[src/rtl/pll_sup_pkg.sv]
// Shared state encoding and sizing helpers for the PLL lock supervisor.
package pll_sup_pkg;

  typedef enum logic [1:0] {
    PLL_RST   = 2'd0,
    WAIT_LOCK = 2'd1,
    HOLD      = 2'd2,
    RUN       = 2'd3
  } state_t;

  // Timer width large enough to hold n without wrapping.
  function automatic int timer_w(input int unsigned n);
    return $clog2(n) + 1;
  endfunction

  function automatic int unsigned max3(input int unsigned a, input int unsigned b,
                                       input int unsigned c);
    int unsigned m;
    m = (a > b) ? a : b;
    return (m > c) ? m : c;
  endfunction

endpackage

[src/rtl/sync_2ff.sv]
// Single-bit two-flop synchronizer, resets to 0.
module sync_2ff (
  input  logic i_clk,
  input  logic i_arst_n,
  input  logic i_d,
  output logic o_q
);

  logic meta;

  always_ff @(posedge i_clk or negedge i_arst_n) begin
    if (!i_arst_n) begin
      meta <= 1'b0;
      o_q  <= 1'b0;
    end else begin
      meta <= i_d;
      o_q  <= meta;
    end
  end

endmodule

[src/rtl/pll_lock_supervisor.sv]
// Sequences PLL reset, qualifies lock and gates the downstream reset until lock is stable.
module pll_lock_supervisor
  import pll_sup_pkg::*;
#(
  parameter int unsigned PLL_RST_CYCLES       = 16,
  parameter int unsigned LOCK_STABLE_CYCLES   = 256,
  parameter int unsigned LOCK_TIMEOUT_CYCLES  = 65536,
  parameter int unsigned EXT_HOLD_CYCLES      = 32,
  parameter int unsigned UNLOCK_FILTER_CYCLES = 4,
  parameter int unsigned MAX_RETRIES          = 8,
  parameter int unsigned CNT_W                = 8
) (
  input  logic             i_clk,
  input  logic             i_arst_n,
  input  logic             i_pll_locked,
  input  logic             i_sw_reset_req,
  output logic             o_pll_reset,
  output logic             o_ext_arst,
  output logic             o_pll_unlocked,
  output logic             o_lock_fail,
  output logic [CNT_W-1:0] o_retry_count,
  output logic [CNT_W-1:0] o_loss_count,
  output logic [1:0]       o_state
);

  localparam int TW = timer_w(max3(PLL_RST_CYCLES, LOCK_TIMEOUT_CYCLES, EXT_HOLD_CYCLES));
  localparam int SW = timer_w(LOCK_STABLE_CYCLES);
  localparam int FW = timer_w(UNLOCK_FILTER_CYCLES);
  localparam int RW = timer_w(MAX_RETRIES);

  localparam logic [TW-1:0] RST_LAST    = TW'(PLL_RST_CYCLES - 1);
  localparam logic [TW-1:0] TO_LAST     = TW'(LOCK_TIMEOUT_CYCLES - 1);
  localparam logic [TW-1:0] HOLD_LAST   = TW'((EXT_HOLD_CYCLES == 0) ? 0 : EXT_HOLD_CYCLES - 1);
  localparam logic [SW-1:0] STABLE_LAST = SW'(LOCK_STABLE_CYCLES - 1);
  localparam logic [FW-1:0] FILT_LAST   = FW'(UNLOCK_FILTER_CYCLES - 1);
  localparam logic [RW-1:0] RETRY_LIMIT = RW'(MAX_RETRIES);

  state_t           state, state_nxt;
  logic [TW-1:0]    timer, timer_nxt;
  logic [SW-1:0]    stable, stable_nxt;
  logic [FW-1:0]    filt, filt_nxt;
  logic [RW-1:0]    consec, consec_nxt;
  logic [CNT_W-1:0] retry_nxt, loss_nxt;
  logic             lock_fail_nxt;
  logic             locked_s;
  logic             qualified, timeout, loss, restart;

  sync_2ff u_lock_sync (
    .i_clk    (i_clk),
    .i_arst_n (i_arst_n),
    .i_d      (i_pll_locked),
    .o_q      (locked_s)
  );

  always_comb begin
    state_nxt = state;
    qualified = 1'b0;
    timeout   = 1'b0;
    loss      = 1'b0;
    case (state)
      PLL_RST:   if (timer == RST_LAST) state_nxt = WAIT_LOCK;
      WAIT_LOCK: begin
        if (locked_s && stable == STABLE_LAST) begin
          qualified = 1'b1;
          state_nxt = HOLD;
        end else if (timer == TO_LAST) begin
          timeout   = 1'b1;
          state_nxt = PLL_RST;
        end
      end
      HOLD: begin
        if (!locked_s)               state_nxt = PLL_RST;
        else if (timer == HOLD_LAST) state_nxt = RUN;
      end
      RUN: begin
        if (!locked_s && filt == FILT_LAST) begin
          loss      = 1'b1;
          state_nxt = PLL_RST;
        end
      end
      default: state_nxt = PLL_RST;
    endcase

    // Software restart overrides the transition but timeout/loss events are still counted.
    if (i_sw_reset_req) state_nxt = PLL_RST;
    restart = i_sw_reset_req || (state_nxt != state);

    timer_nxt  = (restart || state == RUN) ? '0 : timer + 1'b1;
    stable_nxt = (!restart && state == WAIT_LOCK && locked_s) ? stable + 1'b1 : '0;
    filt_nxt   = (!restart && state == RUN && !locked_s) ? filt + 1'b1 : '0;

    consec_nxt = consec;
    if (qualified && !i_sw_reset_req)        consec_nxt = '0;
    else if (timeout && consec != RETRY_LIMIT) consec_nxt = consec + 1'b1;

    lock_fail_nxt = o_lock_fail || (timeout && consec_nxt == RETRY_LIMIT);
    retry_nxt     = (timeout && o_retry_count != '1) ? o_retry_count + 1'b1 : o_retry_count;
    loss_nxt      = (loss && o_loss_count != '1) ? o_loss_count + 1'b1 : o_loss_count;
  end

  always_ff @(posedge i_clk or negedge i_arst_n) begin
    if (!i_arst_n) begin
      state          <= PLL_RST;
      timer          <= '0;
      stable         <= '0;
      filt           <= '0;
      consec         <= '0;
      o_lock_fail    <= 1'b0;
      o_retry_count  <= '0;
      o_loss_count   <= '0;
      o_pll_reset    <= 1'b1;
      o_ext_arst     <= 1'b1;
      o_pll_unlocked <= 1'b1;
    end else begin
      state          <= state_nxt;
      timer          <= timer_nxt;
      stable         <= stable_nxt;
      filt           <= filt_nxt;
      consec         <= consec_nxt;
      o_lock_fail    <= lock_fail_nxt;
      o_retry_count  <= retry_nxt;
      o_loss_count   <= loss_nxt;
      o_pll_reset    <= (state_nxt == PLL_RST);
      o_ext_arst     <= (state_nxt != RUN);
      o_pll_unlocked <= (state_nxt != RUN);
    end
  end

  assign o_state = state;

endmodule

[config.mk]
export PLATFORM = sky130hd
export DESIGN_NAME = pll_lock_supervisor
export DESIGN_NICKNAME = d
export VERILOG_FILES = /design/src/rtl/pll_sup_pkg.sv /design/src/rtl/sync_2ff.sv /design/src/rtl/pll_lock_supervisor.sv
export SDC_FILE = /design/constraint.sdc
export NUM_CORES = 1
export LEC_CHECK = 0
export BUFFER_PORTS_ARGS = -buffer_cell sky130_fd_sc_hd__buf_2
export CAP_MARGIN = 10
export CORE_MARGIN = 10
export CORE_UTILIZATION = 60
export CTS_BUF_LIST = sky130_fd_sc_hd__clkbuf_8
export CTS_CLUSTER_DIAMETER = 150
export CTS_CLUSTER_SIZE = 12
export DETAILED_ROUTE_END_ITERATION = 7
export PLACE_DENSITY_LB_ADDON = 0.15
export SLEW_MARGIN = 40
export SYNTH_ARGS = -nofsm -noshare
export SYNTH_HDL_FRONTEND = slang
export SYNTH_SLANG_ARGS = --single-unit
[constraint.sdc]
create_clock -name i_clk -period 3.3 [get_ports i_clk]
set_input_delay 0.33 -clock i_clk [delete_from_list [all_inputs] [get_ports i_clk]]
set_output_delay 0.33 -clock i_clk [all_outputs]
set_load 0.005 [all_outputs]
==> impl_summary.txt <==
----------------------------------------------------
[Clock network]
  Clk_lat worst skew ... 0.31 ns
  Number of clock sinks ... 56
  Cts bufs inserted ... 5
  Root cell of the clock tree ... clkbuf_8
  Clock slew at the register clock pins of the worst setup and hold paths ... 0.10 ns
  Largest buffer count on any clock path ... 2
  TritonCTS clock tree ... yes
  CTS H-Tree Depth ... 2

[Die]
  Ports placed on the boundary ... 26
  Site row count ... 24
  Die Footprint ... 7646 sq um
  Core region area ... 4384 sq um
  Initial Util ... 62.24%
  Die width ... 87.44 um
  Height of the die ... 87.44 um

[Worst hold path]
  End of the worst hold path ... u_lock_sync.meta$_DFF_PN0_
  Hold/Removal Path Class ... input pin to register
  Cells on Worst Hold Path ... 1
  Startpoint of the worst hold path ... i_pll_locked

[Global route]
  Number of global-route vias before repair ... 1,961
  All-Layer GR Usage ... 13.29%
  Largest net degree at the start of global routing ... 41
  Overflow after GRT ... 0
  Initial antenna violation count ... 0
  Wire length of the first global-routing pass ... 8452 um

[Timing]
  Final worst-path cycle share ... 82.82%
  Max-slew headroom ... 52.71%
  Number of max-slew violations in the final report ... 0
  Fin Clk Skew ... 0.01123 ns
  Least-Margin Pin Slew ... 0.7073 ns
  RSZ-0062 raised after global routing ... false
  Final min period ... 2.733 ns
  Endpoints failing setup ... 0
  Final hold violations ... 0
  Highest attainable clock frequency ... 365.9 MHz
  Final setup TNS ... 0 ns

[Final layout]
  Net count, final ... 306
  Commonest cells after routing, fill and taps aside ... 54 x dfrtp_1, 37 x nor2_1, 24 x buf_2
  Most frequent standard cell in the layout excluding fill and tap cells ... dfrtp_1
  # fillers ... 354
  Sequential Area ... 1404 sq um
  Syn-to-layout area delta ... 10.55%
  Filler-free cell count of the finished design ... 345
  Total inserted antenna cells ... 0
  Final standard cell area without fillers ... 3017 sq um
  Share of cells above drive strength 1 ... 13.99%
  Area of the multi-input gates ... 1250 sq um

[Power and ir drop]
  Post-layout power ... 1.152 mW
  Power Dens Cells ... 381.9 nW/um^2
  Leakage power figure ... 1.453 nW
  Maximum vdd drop ... 303.2 uV

[Setup path]
  Reg2reg path depth ... 8
  Beginning of the worst register-to-register path ... timer[0]$_DFF_PN0_
  Max stage delay on crit path ... 0.46 ns
  Reg2Reg Setup Slack ... 0.57 ns
  Cell type group with the largest total delay on the critical path ... simple AND/OR/NAND/NOR gates
  Maximum fanout count along the critical path ... 6
  Critical setup path kind ... register to register
  Crit-path cells ... ha_1 > nand4_1 > nor4_1 > ha_1 > nand2_1 > or3_1 > a2111oi_1 > xor2_1
  Category of the worst setup path capture point ... register
  Element type at the critical path start ... register
  Cell seen most often among critical-path stages ... ha_1
  Destination of the worst register-to-register timing path ... o_retry_count[7]$_DFFE_PN0P_
  CP max-delay cell ... a2111oi_1
  Worst endpoint data arrival time ... 2.97 ns
  WP data required ... 3.54 ns
  Combined buffer and inverter count along the critical path ... 0

[Route]
  Vias after detailed routing ... 1,953
  DRC violation count after routing ... 0
  Routed wire length ... 4778 um
  WL per Instance ... 13.85 um
  Final antenna-violating net count ... 0
  Per-cell via count in the routed design ... 5.661
  Number of search-and-repair iterations in the first detailed-routing pass ... 4
  Initial DRC count ... 133

[Synthesis]
  Number of distinct library cell variants in the gate-level netlist after synthesis ... 44
  Synthesized cell area ... 2729 sq um
  Average footprint of a synthesized cell ... 10.38 sq um
  Predominant post-synthesis flop cell ... dfrtp_1
  Synth top area share ... 49.52%
  Post-Synthesis Cells ... 263
  Synthesized flop and latch total ... 56
  Fraction of synthesis flops using an asynchronous set or reset pin ... 100.0%
  Portion of the post-synthesis area used by sequential elements ... 51.44%
  Largest cells by area after synthesis ... dfrtp_1 50%, xor2_1 5.8%, nor2_1 5.1%
  Synth warn ... 0
  Synthesized Nets ... 277
  Largest area contributor in the netlist ... dfrtp_1
  Number of enable-type register cells in the synthesized netlist ... 0

[Run]
  Max-capacitance violation count ... 0

[Placement]
  Placed wire-length estimate after detailed placement ... 3509 um
  Total placed cells including tap cells ... 336
  Buffers on Ports ... 25
  DP Area ... 2899 sq um
  Placer's final routability congestion estimate ... 0.7671

[Run status]
  Run status ... finished, final reports clean

----------------------------------------------------
-- kinds of logic after synthesis --
kind of cell / share of synthesized area (%)
AND/OR/NAND/NOR: 22.24
flip-flops: 51.44
XOR/XNOR: 10.59
AO/OA/AOI/OAI: 6.786
buffers and inverters: 2.751
adder cells (fa/ha/maj): 4.585
multiplexers: 1.605
-- routing by layer --
metal | global-route usage, % | wire length (um)
met5 | 0 | 0
met4 | 4.203 | 53
met3 | 4.401 | 251
met2 | 21.69 | 2227
met1 | 16.13 | 2245
-- registers in the layout, indices dropped and copies added (netlist names) --
| register | flops |
|---|---|
| o_lock_fail | 1 |
| o_state | 2 |
| o_pll_unlocked | 1 |
| o_pll_reset | 1 |
| u_lock_sync.o_q | 1 |
| filt | 3 |
| o_loss_count | 8 |
| u_lock_sync.meta | 1 |
| stable | 9 |
| consec | 4 |
| timer | 17 |
| o_retry_count | 8 |
-- timing repair --
item | 4_1_cts | 5_1_grt
endpoints found under the hold margin | 38 | 0
setup endpoints to repair | 0 | 0
gates resized for setup | 0 | 0
setup buffers | 0 | 0
hold buffers | 1 | 0
-- per-stage QoR --
stage	worst slack [ns]	util [%]	hold slack [ns]
finish	0.5668	68.81	0.1304
global route	0.3064	68.81	0.1140
CTS	0.5270	68.81	0.1202
detailed placement	0.5442	66.12	0.3267
global placement	0.6720	66.07	0.3339
floorplan	0.8553	-	0.03441
-- report_power, final --
group / total, mW / internal (mW) / switching, mW
clock: 0.430 / 0.222 / 0.208
combinational: 0.0277 / 0.00776 / 0.0200
sequential: 0.694 / 0.690 / 0.00425
-- final cells by class --
class | count | share of cell area, %
clock inverters | 3 | 1.286
flip-flops and latches | 56 | 46.54
clock buffers | 5 | 2.281
well taps | 52 | 2.157
repair buffers | 27 | 4.811
inverters | 12 | 1.493
multi-input cells | 190 | 41.44
-- worst max-delay path by stage --
stage,start,cells after the start,slack (ns),to
finish,timer[0]$_DFF_PN0_,8,0.57,o_retry_count[7]$_DFFE_PN0P_
global route,timer[0]$_DFF_PN0_,8,0.31,o_retry_count[5]$_DFFE_PN0P_
detailed placement,timer[0]$_DFF_PN0_,8,0.54,o_retry_count[7]$_DFFE_PN0P_
CTS,timer[0]$_DFF_PN0_,8,0.53,o_retry_count[7]$_DFFE_PN0P_
floorplan,timer[4]$_DFF_PN0_,8,0.86,o_retry_count[1]$_DFFE_PN0P_
global placement,timer[0]$_DFF_PN0_,8,0.67,o_retry_count[7]$_DFFE_PN0P_
-- Yosys cell counts, types with 2 or more instances --
cell and number:
nand3b_1 6, a2111oi_1 2, dfstp_2 2, o21ai_0 4, nand3_1 15, and2_1 3, inv_1 12, and4_1 2
or4_1 2, xor2_1 18, nor3_1 6, or3_1 3, nand4_1 5, and3_1 6, nor4_1 5, a21oi_1 6
mux2_2 3, nor2_1 37, nand2_1 17, ha_1 10, nor2b_1 4, clkbuf_1 3, dfrtp_1 54, o31ai_1 3
xnor2_1 15, nand4b_1 2
(Power assumes the default switching activity.)
